[src/rtl/arith_unit_seq.sv]
// Sequential add/sub/mul/div unit on two unsigned W-bit operands.
// Multiply is shift-add and divide is restoring, one bit per clock.
module arith_unit_seq #(
    parameter int unsigned W = 8
) (
    input  logic             iClk,
    input  logic             iRst_n,
    input  logic             iStart,
    input  logic [1:0]       iOp,
    input  logic [W-1:0]     iA,
    input  logic [W-1:0]     iB,
    output logic             oBusy,
    output logic             oDone,
    output logic [2*W-1:0]   oResult,
    output logic             oFlag
);

    localparam int unsigned CW = $clog2(W);

    localparam logic [1:0] OpAdd = 2'b00;
    localparam logic [1:0] OpSub = 2'b01;
    localparam logic [1:0] OpMul = 2'b10;
    localparam logic [1:0] OpDiv = 2'b11;

    typedef enum logic [1:0] {StIdle, StRun, StDone} state_e;

    state_e          state_q;
    logic [1:0]      op_q;
    logic [W-1:0]    a_q;       // dividend shifts out, quotient shifts in
    logic [W-1:0]    b_q;       // multiplier shifts right during mul
    logic [2*W-1:0]  acc_q;
    logic [2*W-1:0]  mcand_q;
    logic [W-1:0]    rem_q;
    logic [CW-1:0]   cnt_q;
    logic            busy_q;
    logic            done_q;
    logic [2*W-1:0]  result_q;
    logic            flag_q;

    logic [2*W-1:0]  mul_acc_next;
    logic [W:0]      rem_shift;
    logic [W-1:0]    rem_diff;
    logic            div_ge;
    logic [W-1:0]    rem_next;
    logic [W-1:0]    quo_next;
    logic [W:0]      sum;
    logic [W-1:0]    diff;
    logic [2*W-1:0]  final_res;
    logic            final_flag;

    always_comb begin
        mul_acc_next = b_q[0] ? acc_q + mcand_q : acc_q;

        // Remainder gets one extra bit so the trial compare cannot overflow.
        rem_shift = {rem_q, a_q[W-1]};
        div_ge    = rem_shift >= {1'b0, b_q};
        rem_diff  = rem_shift[W-1:0] - b_q;
        rem_next  = div_ge ? rem_diff : rem_shift[W-1:0];
        quo_next  = {a_q[W-2:0], div_ge};

        sum  = {1'b0, a_q} + {1'b0, b_q};
        diff = a_q - b_q;

        final_res  = '0;
        final_flag = 1'b0;
        unique case (op_q)
            OpAdd: begin
                final_res  = {{(W-1){1'b0}}, sum};
                final_flag = sum[W];
            end
            OpSub: begin
                final_res  = {{W{1'b0}}, diff};
                final_flag = a_q < b_q;
            end
            OpMul: begin
                final_res  = mul_acc_next;
                final_flag = 1'b0;
            end
            OpDiv: begin
                // A zero divisor naturally yields all-ones quotient and remainder = dividend.
                final_res  = {rem_next, quo_next};
                final_flag = (b_q == '0);
            end
            default: begin
                final_res  = '0;
                final_flag = 1'b0;
            end
        endcase
    end

    always_ff @(posedge iClk or negedge iRst_n) begin
        if (!iRst_n) begin
            state_q  <= StIdle;
            op_q     <= '0;
            a_q      <= '0;
            b_q      <= '0;
            acc_q    <= '0;
            mcand_q  <= '0;
            rem_q    <= '0;
            cnt_q    <= '0;
            busy_q   <= 1'b0;
            done_q   <= 1'b0;
            result_q <= '0;
            flag_q   <= 1'b0;
        end else begin
            done_q <= 1'b0;
            unique case (state_q)
                StIdle: begin
                    if (iStart) begin
                        op_q    <= iOp;
                        a_q     <= iA;
                        b_q     <= iB;
                        acc_q   <= '0;
                        mcand_q <= {{W{1'b0}}, iA};
                        rem_q   <= '0;
                        cnt_q   <= iOp[1] ? CW'(W - 1) : '0;
                        busy_q  <= 1'b1;
                        state_q <= StRun;
                    end
                end
                StRun: begin
                    if (op_q == OpMul) begin
                        acc_q   <= mul_acc_next;
                        mcand_q <= mcand_q << 1;
                        b_q     <= b_q >> 1;
                    end
                    if (op_q == OpDiv) begin
                        a_q   <= quo_next;
                        rem_q <= rem_next;
                    end
                    if (cnt_q == '0) begin
                        result_q <= final_res;
                        flag_q   <= final_flag;
                        done_q   <= 1'b1;
                        state_q  <= StDone;
                    end else begin
                        cnt_q <= cnt_q - 1'b1;
                    end
                end
                StDone: begin
                    busy_q  <= 1'b0;
                    state_q <= StIdle;
                end
                default: begin
                    busy_q  <= 1'b0;
                    state_q <= StIdle;
                end
            endcase
        end
    end

    assign oBusy   = busy_q;
    assign oDone   = done_q;
    assign oResult = result_q;
    assign oFlag   = flag_q;

endmodule

[config.mk]
export PLATFORM = sky130hd
export DESIGN_NAME = arith_unit_seq
export DESIGN_NICKNAME = d
export VERILOG_FILES = /design/src/rtl/arith_unit_seq.sv
export SDC_FILE = /design/constraint.sdc
export NUM_CORES = 1
export LEC_CHECK = 0
export ABC_AREA = 1
export BUFFER_PORTS_ARGS = -buffer_cell sky130_fd_sc_hd__buf_2
export CORE_ASPECT_RATIO = 1.5
export CORE_MARGIN = 2
export CORE_UTILIZATION = 62
export DETAILED_ROUTE_END_ITERATION = 16
export PLACE_DENSITY = 0.83
export SYNTH_ARGS = -nofsm -noshare
export SYNTH_HDL_FRONTEND = slang
export SYNTH_SLANG_ARGS = --single-unit
[constraint.sdc]
create_clock -name iClk -period 2.2 [get_ports iClk]
set_input_delay 0.44 -clock iClk [delete_from_list [all_inputs] [get_ports iClk]]
set_output_delay 0.44 -clock iClk [all_outputs]
set_load 0.005 [all_outputs]
* After elaboration in Yosys (flattened, before gate mapping)
Cells that the tools add are included.
** Operators by class
- Add/sub/neg operators :: 5
- Magnitude comparators :: 2
- Equal/unequal tests :: 9
- Muxes and demuxes :: 30
- Bitwise operators :: 1
- Reduce and logical (&&, ||, !) cells :: 12
** Operators by type and width (count)
- two-way mux 16 bit :: 5
- one-hot mux 16 bit (2 select lines) :: 2
- one-hot mux 16 bit (4 select lines) :: 1
- two-way mux 8 bit :: 7
- one-hot mux 8 bit (2 select lines) :: 3
- adder 16 bit :: 1
- subtractor 8 bit :: 2
- inequality test 2 bit (second input constant) :: 5
- adder 8 x 8 -> 9 bit :: 1
- greater-or-equal comparator 9 x 8 -> 1 bit :: 1
- two-way mux 3 bit :: 3
- AND reduction 3 bit :: 3
- zero test 8 bit :: 1
- less-than comparator 8 bit :: 1
- AND reduction 2 bit :: 4
- one-hot mux 3 bit (2 select lines) :: 1
- == test 2 x 1 -> 1 bit (second input constant) :: 2
- == test 2 bit (second input constant) :: 2
- zero test 2 bit :: 2
- two-way mux 2 bit :: 2
- one-hot mux 1 bit (4 select lines) :: 1
- one-hot mux 2 bit (2 select lines) :: 1
- zero test 3 bit :: 1
- two-way mux 1 bit :: 3
- 4 further kinds :: 4
** Word-level totals
- Register bits :: 82
- Bits of input ports :: 21
- Output and inout bits :: 19
- Logic and storage cells :: 71

* Depth between registers and ports, before layout
Gate-level depths: netlist (run 1).
- Depth after elaboration :: 4
- Gate-level depth with buffers :: 17
- Depth with buffers taken out :: 17

* Worst setup path after synthesis (run 1)
No wires, ideal clock.
- Path kind :: flip-flop to flip-flop
- Start :: register b_q[0]
- End :: register result_q[6], in the netlist oResult[6]
- Library setup time :: 0.116 ns
- Arrival time :: 1.757 ns
- Required time :: 2.084 ns
- Slack :: 0.327 ns
- Stages on the path, launching flop included :: 17
- Buffers on the path :: 0
- Period minus slack after synthesis :: 1.873 ns
- Cells stage by stage :: dfrtp_1 -> ha_1 -> fa_1 -> inv_1 -> nand2_1 -> nand2_1 -> nand2_1 -> nand2_1 -> nand2_1 -> nand2_1 -> nand2_1 -> nand2_1 -> nand2_1 -> nand3_1 -> o21ai_0 -> nand2_1 -> nand2_1
** Between the ends
- Longest elaborated chain between the ends :: 2
- Elaborated cells between the ends (all ways) :: 4
- Those cells by class :: add/sub (2); mux (2)
** Ends and longest elaborated chain
- from (decl) :: line 30 : logic [W-1:0] b_q;
- from (signal assigned) :: line 112 : b_q <= iB;
- from (signal assigned) :: line 125 : b_q <= b_q >> 1;
- subtractor 8 bit, or another cell as far along :: line 62 : diff = a_q - b_q;
- one-hot mux 16 bit (4 select lines) (*) :: line 66 : unique case (op_q)
- to (signal assigned) :: line 132 : result_q <= final_res;
- to (decl) :: line 37 : logic [2*W-1:0] result_q;
Every way passes the cells marked *; elsewhere a longest branch is shown, timed or not.
A chain may end at the register's enable or synchronous reset.

* Worst setup path in the final report (run 1)
- Start :: register b_q[2]
- End :: register result_q[7], in the netlist oResult[7]
** Between the ends
- Longest elaborated chain between the ends :: 2
- Elaborated cells between the ends (all ways) :: 3
- Those cells by class :: add/sub (2); mux (1)
** Ends and longest elaborated chain (line)
- subtractor 8 bit / adder 8 x 8 -> 9 bit (equally long branches) :: 62, 61
- one-hot mux 16 bit (4 select lines) (*) :: 66
Marked as above.

==> results of run 1 <==
how the worst min path moves through the flow:
stage | from | to | slack [ps] | cells past startpoint
after floorplan | iRst_n | a_q[0] | 140 | 0
after global placement | iRst_n | oBusy | 250 | 1
after detailed placement | iRst_n | oBusy | 250 | 1
after CTS | iOp[0] | op_q[0] | 320 | 3
after global routing | iOp[0] | op_q[0] | 340 | 3
final | iOp[0] | op_q[0] | 320 | 3
cell type report:
| cell class | instances | area, um^2 |
|---|---|---|
| Multi-Input combinational cell | 607 | 3310 |
| Fill cell | 825 | 2660 |
| Sequential cell | 82 | 2050 |
| Inverter | 139 | 522 |
| Timing Repair Buffer | 57 | 360 |
| Clock buffer | 11 | 243 |
| Tap cell | 112 | 140 |
| Clock inverter | 3 | 17.5 |
repair_timing:
action,4_1_cts,5_1_grt
buffers inserted,0,2
hold buffers,1,0
gates resized for setup,0,19
endpoints found under the setup margin,0,12
endpoints found under the hold margin,3,0
power groups by stage:
stage | sequential, mW | combinational, mW | clock (mW)
global route | 2.62 | 8.05 | 1.43
global placement | 2.53 | 6.68 | 0
CTS | 2.53 | 6.95 | 1.36
finish | 2.56 | 7.19 | 1.36
detailed placement | 2.55 | 6.89 | 0
floorplan | 2.46 | 5.12 | 0
stage by stage:
stage	power, mW	cells
after floorplan	7.58	854
after global placement	9.21	994
after detailed placement	9.45	994
after CTS	10.8	1009
after global routing	12.1	1011
final	11.1	1011
critical path, delay by kind of cell (launching register included):
kind / cells / cell delay [ps]
AOI/OAI and AO/OA: 1 / 190
DFF: 1 / 380
and+or+nand+nor: 7 / 620
buffers and inverters: 3 / 420
adders and majority gates: 1 / 370
cell usage in the layout (no fill, tap or decap), types with 2 or more instances in the layout:
| cell | netlist | final |
|---|---|---|
| o21ai_1 | 6 | 9 |
| inv_2 | 4 | 6 |
| buf_12 | 0 | 2 |
| nand3_1 | 85 | 82 |
| a21oi_2 | 2 | 2 |
| or2_2 | 7 | 7 |
| fa_2 | 0 | 2 |
| buf_4 | 4 | 16 |
| and2_1 | 2 | 2 |
| o22ai_1 | 12 | 12 |
| nor2_2 | 2 | 3 |
| clkinv_2 | 0 | 2 |
| xor2_1 | 6 | 6 |
| nor4_1 | 3 | 3 |
| xnor2_1 | 4 | 4 |
| nand2_2 | 5 | 6 |
| nand3_2 | 1 | 4 |
| clkbuf_16 | 0 | 9 |
| ha_2 | 0 | 4 |
| dfrtp_1 | 82 | 82 |
| inv_1 | 135 | 133 |
| o21ai_0 | 62 | 59 |
| a22oi_1 | 2 | 2 |
| a31oi_1 | 6 | 6 |
| buf_2 | 11 | 38 |
| ha_4 | 0 | 2 |
| o21bai_1 | 2 | 2 |
| o211ai_1 | 16 | 16 |
| ha_1 | 41 | 35 |
| o221ai_1 | 6 | 6 |
| nand4_1 | 8 | 8 |
| nor3_1 | 4 | 4 |
| nand2_1 | 253 | 252 |
| fa_1 | 4 | 2 |
| a21oi_1 | 25 | 25 |
| nor2_1 | 36 | 35 |
routing by layer:
metal,global-route usage,up-vias,wire length [um]
li1,-,2849,-
met1,0.381,2792,6560
met2,0.605,230,8550
met3,0.0471,67,785
met4,0.168,0,659
met5,0,-,0
flip-flops by register name, indices dropped and copies added (netlist names):
signal and count:
oResult 16, oDone 1, op_q 2, b_q 8, oFlag 1, acc_q 16
oBusy 1, state_q 2, a_q 8, mcand_q 16, cnt_q 3, rem_q 8
cells by family (layout without fill, tap and decap cells):
kind of cell    Yosys count  count (layout)  share of synthesized area
simple gates            411             411                      0.294
compound gates          141             141                      0.137
buf+inv                 165             210                      0.111
xor+xnor                 10              10                     0.0147
flops                    82              82                      0.344
fa+ha+maj                45              45                     0.0994
==> metrics.md, run 1 <==
| Metric | Value |
|---|---|
| Clk Latency, worst-skew pair | between 300 and 400 ps |
| Synth Warn # | 0 |
| Placement Setup Slack | a little over 30 ps |
| Fmax | around 0.48 GHz |
| CTS tree | yes |
| Net load switching power | around 5.7 mW |
| Fraction of layout cells with a size suffix above 1 | 0.120 |
| Initial antenna violation count | 0 |
| Max clock buf depth | 2 |
| PwrDens | between 1500 and 2000 nW/um^2 |
| Die Width | ~84 um |
| Peak supply drop | between 1000 and 1500 uV |
| RSZ-0062 raised after global routing | true |
| CP Capture Type | register |
| FFs w/ async S/R, synth | 1.00 |
| CP max stage cell | dfrtp_1 |
| Largest net degree at the start of global routing | between 50 and 60 |
| Cell Area, Synth | ~6000 um^2 |
| Worst Setup EP | oResult[7] |
| Min setup slack post-route | 108 ps |
| Initial DRC Count | ~450 |
| Die area | 10400 um^2 |
| Synth area leader | dfrtp_1 |
| NumNets Final | 962 |
| Vias | a little under 6000 |
| Worst clock skew | between 9 and 10 ps |
| # setup viols final | 0 |
| Drt via density | 5.87 |
| Routed Antenna Nets | 0 |
| Routed len/inst | approximately 16 um |
| Clk root buf | clkbuf_16 |
| Sequential area share after synthesis | 0.344 |
| Number of I/O port buffers | 39 |
| DRC viols | 0 |
| Core ar. | 9310 um^2 |
| Clock power frac | 0.122 |
| Max Cap Viol | 0 |
| Antenna Cells | 0 |
| Final Cycle Share | 0.951 |
| Final critical-path required period | between 2000 and 2500 ps |
| Share of the synthesized area in the top cell type | 0.344 |
| Critical path type | reg -> reg |
| Leakage | 3.55 nW |
| Synth Register Bits | 82 |
| R2r endpoint | oResult[7] |
| Logic pwr share | 0.648 |
| Routed WL | roughly 17000 um |
| Ys flop type | dfrtp_1 |
| GRT overflow | 0 |
| Worst hold margin | 318 ps |
| Layout area overhead | 11.4% |
| Worst-path fanout max | 6 |
| Vias in the first global route | a little under 6000 |
| Worst r2r path cells | 12 |
| CTS buffer count | 9 |
| Ranking of synthesized cells by area | dfrtp_1, nand2_1, ha_1, inv_1, nand3_1 |
| Critical Path Source | b_q[2] |
| Synth cell count leaders | nand2_1, inv_1, nand3_1, dfrtp_1, o21ai_0 |
| Internal power | ~5.4 mW |
| Critical-path cell list | inv_1, ha_1, inv_1, a21oi_1, nand2_1, buf_4, nand3b_1, nand3_1, nand3_1, nand4_1, nand2_1, nand2_1 |
| Worst Tran Pin Value | approximately 660 ps |
| Vert. Die Dim | between 100 and 150 um |
| Fin Setup TNS | 0 ps |
| Avg Synthesized Cell Area | between 6 and 7 um^2 |
| Number of enable flip-flop cells after synthesis | 0 |
| Initial Util | 0.641 |
| Status | completed |
| Crit path arrival time | between 2000 and 2500 ps |
| Data required time at the worst endpoint | between 2000 and 2500 ps |
| Synthesized Nets | 920 |
| Final Max Slew Viols | 0 |
| Routability-driven placement congestion ratio | 0.974 |
| Cells after Synth | 854 |
| Critical R2R Launch | b_q[2] |
| Util after Layout | 0.714 |
| Reg2Reg Setup Slack | approximately 110 ps |
| Dpl cell area | between 6000 and 7000 um^2 |
| Startpoint Class | register |
| Switching part of the total | 0.515 |
| Clock Pin Slew Worst Setup and Hold Paths | 60 ps |
| H-tree Lvls | 3 |
| # rows | 43 |
| Sequential share of power | 0.230 |
| Fin. Hold Viols | 0 |
| 1st-pass router iterations | 7 |
| Io pins | 40 |
| Most numerous cell in the Yosys netlist | nand2_1 |
| First-pass GRT wire length | about 28000 um |
| Crit path top cell by count | nand2_1 |
| Total GRT Usage | 0.333 |
| Clock tree sinks | 82 |
| Post-DP HPWL | roughly 13000 um |
| Final Cell Area | approximately 6600 um^2 |
| Slew Limit Headroom | 0.558 |
| Slowest stage delay, CP | between 300 and 400 ps |
| Post-synth cell types | 41 |
| Min-Delay Path Class | in -> reg |
No activity file was read; power rests on OpenSTA's default activity.
==> run 2, diff against run 1 <==
Settings changed: CORE_UTILIZATION 62 to 32, PLACE_DENSITY 0.83 to 0.5.
==> run 2 against run 1 <==
Critical path depth increased by 1. Worst hold slack got worse by 14 ps. First-iteration DRC count decreased by 18%. Power increased by 1.1%. Sequential power about the same. Worst setup slack improved by 70 ps. Register-to-register slack improved by 70 ps. Routed wire length increased by 5.1%. Clock skew increased by 2.3 ps. Sequential share of layout area decreased by 1.2 points. Critical path type unchanged. Largest cell class unchanged. Highest routed layer unchanged.
==> metrics.md, run 2 (synthesis results as in run 1) <==
| Metric | Value |
|---|---|
| Top sig layer | met4 |
| Largest net degree at the start of global routing | 53 (+3.9%) |
| Switching part of the total | 0.507 (-0.00838) |
| Status | completed |
| Crit path arrival time | 2250 ps (-70 ps) |
| Clock Pin Slew Worst Setup and Hold Paths | 70 ps (about the same) |
| Startpoint Class | register |
| CTS buffer count | 9 (unchanged) |
| CP Capture Type | register |
| Multi-input gate area | 3310 um^2 (about the same) |
| PwrDens | 1620 nW/um^2 (-2.9%) |
| RSZ-0062 raised after global routing | false |
| CTS tree | yes |
| Sequential share of power | 0.228 (-0.002) |
| Placement Setup Slack | 81.8 ps (+51.7 ps) |
| Final Max Slew Viols | 0 (unchanged) |
| Leakage | 3.60 nW (+1.5%) |
| Total GRT Usage | 0.187 (-0.145) |
| Internal power | 5.54 mW (+2.8%) |
| Slew Limit Headroom | 0.627 (+0.0689) |
| Peak supply drop | 487 uV (-66%) |
| Vert. Die Dim | 171 um (+38%) |
| Clock power frac | 0.131 (+0.009) |
| Routability-driven placement congestion ratio | 0.895 (-8.0%) |
| H-tree Lvls | 3 (unchanged) |
| Core ar. | 18400 um^2 (+98%) |
| Initial Util | 0.325 (-0.317) |
| Vias in the first global route | 5653 (-5.2%) |
| Number of I/O port buffers | 39 (unchanged) |
| Max clock buf depth | 2 (unchanged) |
| Min setup slack post-route | 178 ps (+69.7 ps) |
| Die Width | 116 um (+37%) |
| Routed WL | 17400 um (+5.1%) |
| Io pins | 40 (unchanged) |
| Worst clock skew | 11.7 ps (+2.32 ps) |
| Fin Setup TNS | 0 ps (unchanged) |
| Final critical-path required period | 2020 ps (-69.7 ps) |
| Die area | 19800 um^2 (+89%) |
| # setup viols final | 0 (unchanged) |
| Routed Antenna Nets | 0 (unchanged) |
| Met3 Wirelength | 414 um (-47%) |
| Commonest non-fill, non-tap cells in the layout | nand2_1, inv_1, nand3_1 |
| Fraction of layout cells with a size suffix above 1 | 0.132 (+0.0117) |
| Final Cycle Share | 0.919 (-0.0317) |
| Storage cell area | 2050 um^2 (about the same) |
| Fillers | 1979 (+140%) |
| Worst hold margin | 304 ps (-14.0 ps) |
| Clk root buf | clkbuf_16 |
| Critical path type | reg -> reg |
| Vias | 5552 (-6.5%) |
| # rows | 61 (+42%) |
| Logic pwr share | 0.641 (-0.007) |
| Initial DRC Count | 363 (-18%) |
| NumNets Final | 971 (+0.94%) |
| Clock tree sinks | 82 (unchanged) |
| First-pass GRT wire length | 28900 um (+4.6%) |
| Wl on met1 | 7450 um (+13%) |
| Post-DP HPWL | 14000 um (+8.7%) |
| Max Cap Viol | 0 (unchanged) |
| Drt via density | 4.78 (-19%) |
| Layout area overhead | 15.9% |
| WL met2 | 8960 um (+4.7%) |
| Net load switching power | 5.69 mW (-0.59%) |
| Clk Latency, worst-skew pair | 340 ps (about the same) |
| Data required time at the worst endpoint | 2430 ps (about the same) |
| DRC viols | 0 (unchanged) |
| Routed len/inst | 15.0 um (-8.6%) |
| Antenna Cells | 0 (unchanged) |
| Fin. Hold Viols | 0 (unchanged) |
| Min-Delay Path Class | in -> reg |
| Fmax | 0.495 GHz (+3.4%) |
| Initial antenna violation count | 0 (unchanged) |
| Worst Tran Pin Value | 559 ps (-104 ps) |
| GRT overflow | 0 (unchanged) |
| Most common cell after layout, fill and taps aside | nand2_1 |
| 1st-pass router iterations | 4 (-3) |
| Worst-path fanout max | 3 (-3) |
==> run 2: cell types whose count changed in the layout (fill, tap and decap cells not counted), sizes merged <==
cell,delta
buf,+9
inv,+2
clkbuf,-1
clkinvlp,+1
==> run 2: layout make-up <==
type	count	share of cell area
Clock buffer	10	0.0345
Clock inverter	6	0.00723
Inverter	139	0.0754
Multi-Input combinational cell	607	0.479
Sequential cell	82	0.297
Tap cell	252	0.0456
Timing Repair Buffer	66	0.0619
==> run 2: stage by stage <==
stage          std cells   util  power, mW  instance area, um^2
2_1_floorplan        854      -       7.58                 5970
3_3_place_gp        1141  0.355       9.68                 6530
3_5_place_dp        1141  0.355       9.66                 6530
4_1_cts             1158  0.371       11.2                 6830
5_1_grt             1162  0.376       12.5                 6920
6_report            1162  0.376       11.2                 6920
==> run 2: critical path, cell delays in order, from the launching register on <==
cell,delay [ps]
dfrtp_1,390
inv_1,120
ha_1,270
fa_1,410
inv_1,90
nand4_1,110
nand3_1,90
nand2_1,50
nand2_1,60
nand2_1,70
nand3_1,70
nand2_1,60
inv_1,70
a21oi_2,50
==> run 2: routing by layer <==
layer  vias to the layer above  GRT usage
li1                       2878          -
met5                         -          0
met1                      2585      0.220
met3                        23     0.0183
met4                         0     0.0718
met2                        66      0.345
==> run 2: power by group through the flow <==
| stage | clock [mW] | combinational [mW] | sequential, mW |
|---|---|---|---|
| after floorplan | 0 | 5.12 | 2.46 |
| after global placement | 0 | 7.10 | 2.59 |
| after detailed placement | 0 | 7.06 | 2.59 |
| after CTS | 1.51 | 7.10 | 2.57 |
| after global routing | 1.56 | 8.28 | 2.65 |
| final | 1.47 | 7.20 | 2.56 |
==> run 2: timing repair <==
action,CTS,global route
endpoints found under the hold margin,6,0
hold buffers,1,0
buffers inserted,0,4
gates resized for setup,0,20
endpoints found under the setup margin,0,15
==> run 2: worst paths after layout <==
check                                 start     endpoint  slack, ps  cells past startpoint
worst min register to register  oResult[13]  oResult[13]        480                      2
min in group asynchronous            iRst_n   state_q[0]        460                      2
worst max register to register       a_q[7]  oResult[14]        180                     13
max in group asynchronous            iRst_n   mcand_q[6]       1210                      3
worst min-delay path                 iOp[0]      op_q[0]        300                      3
worst max-delay path                 a_q[7]  oResult[14]        180                     13
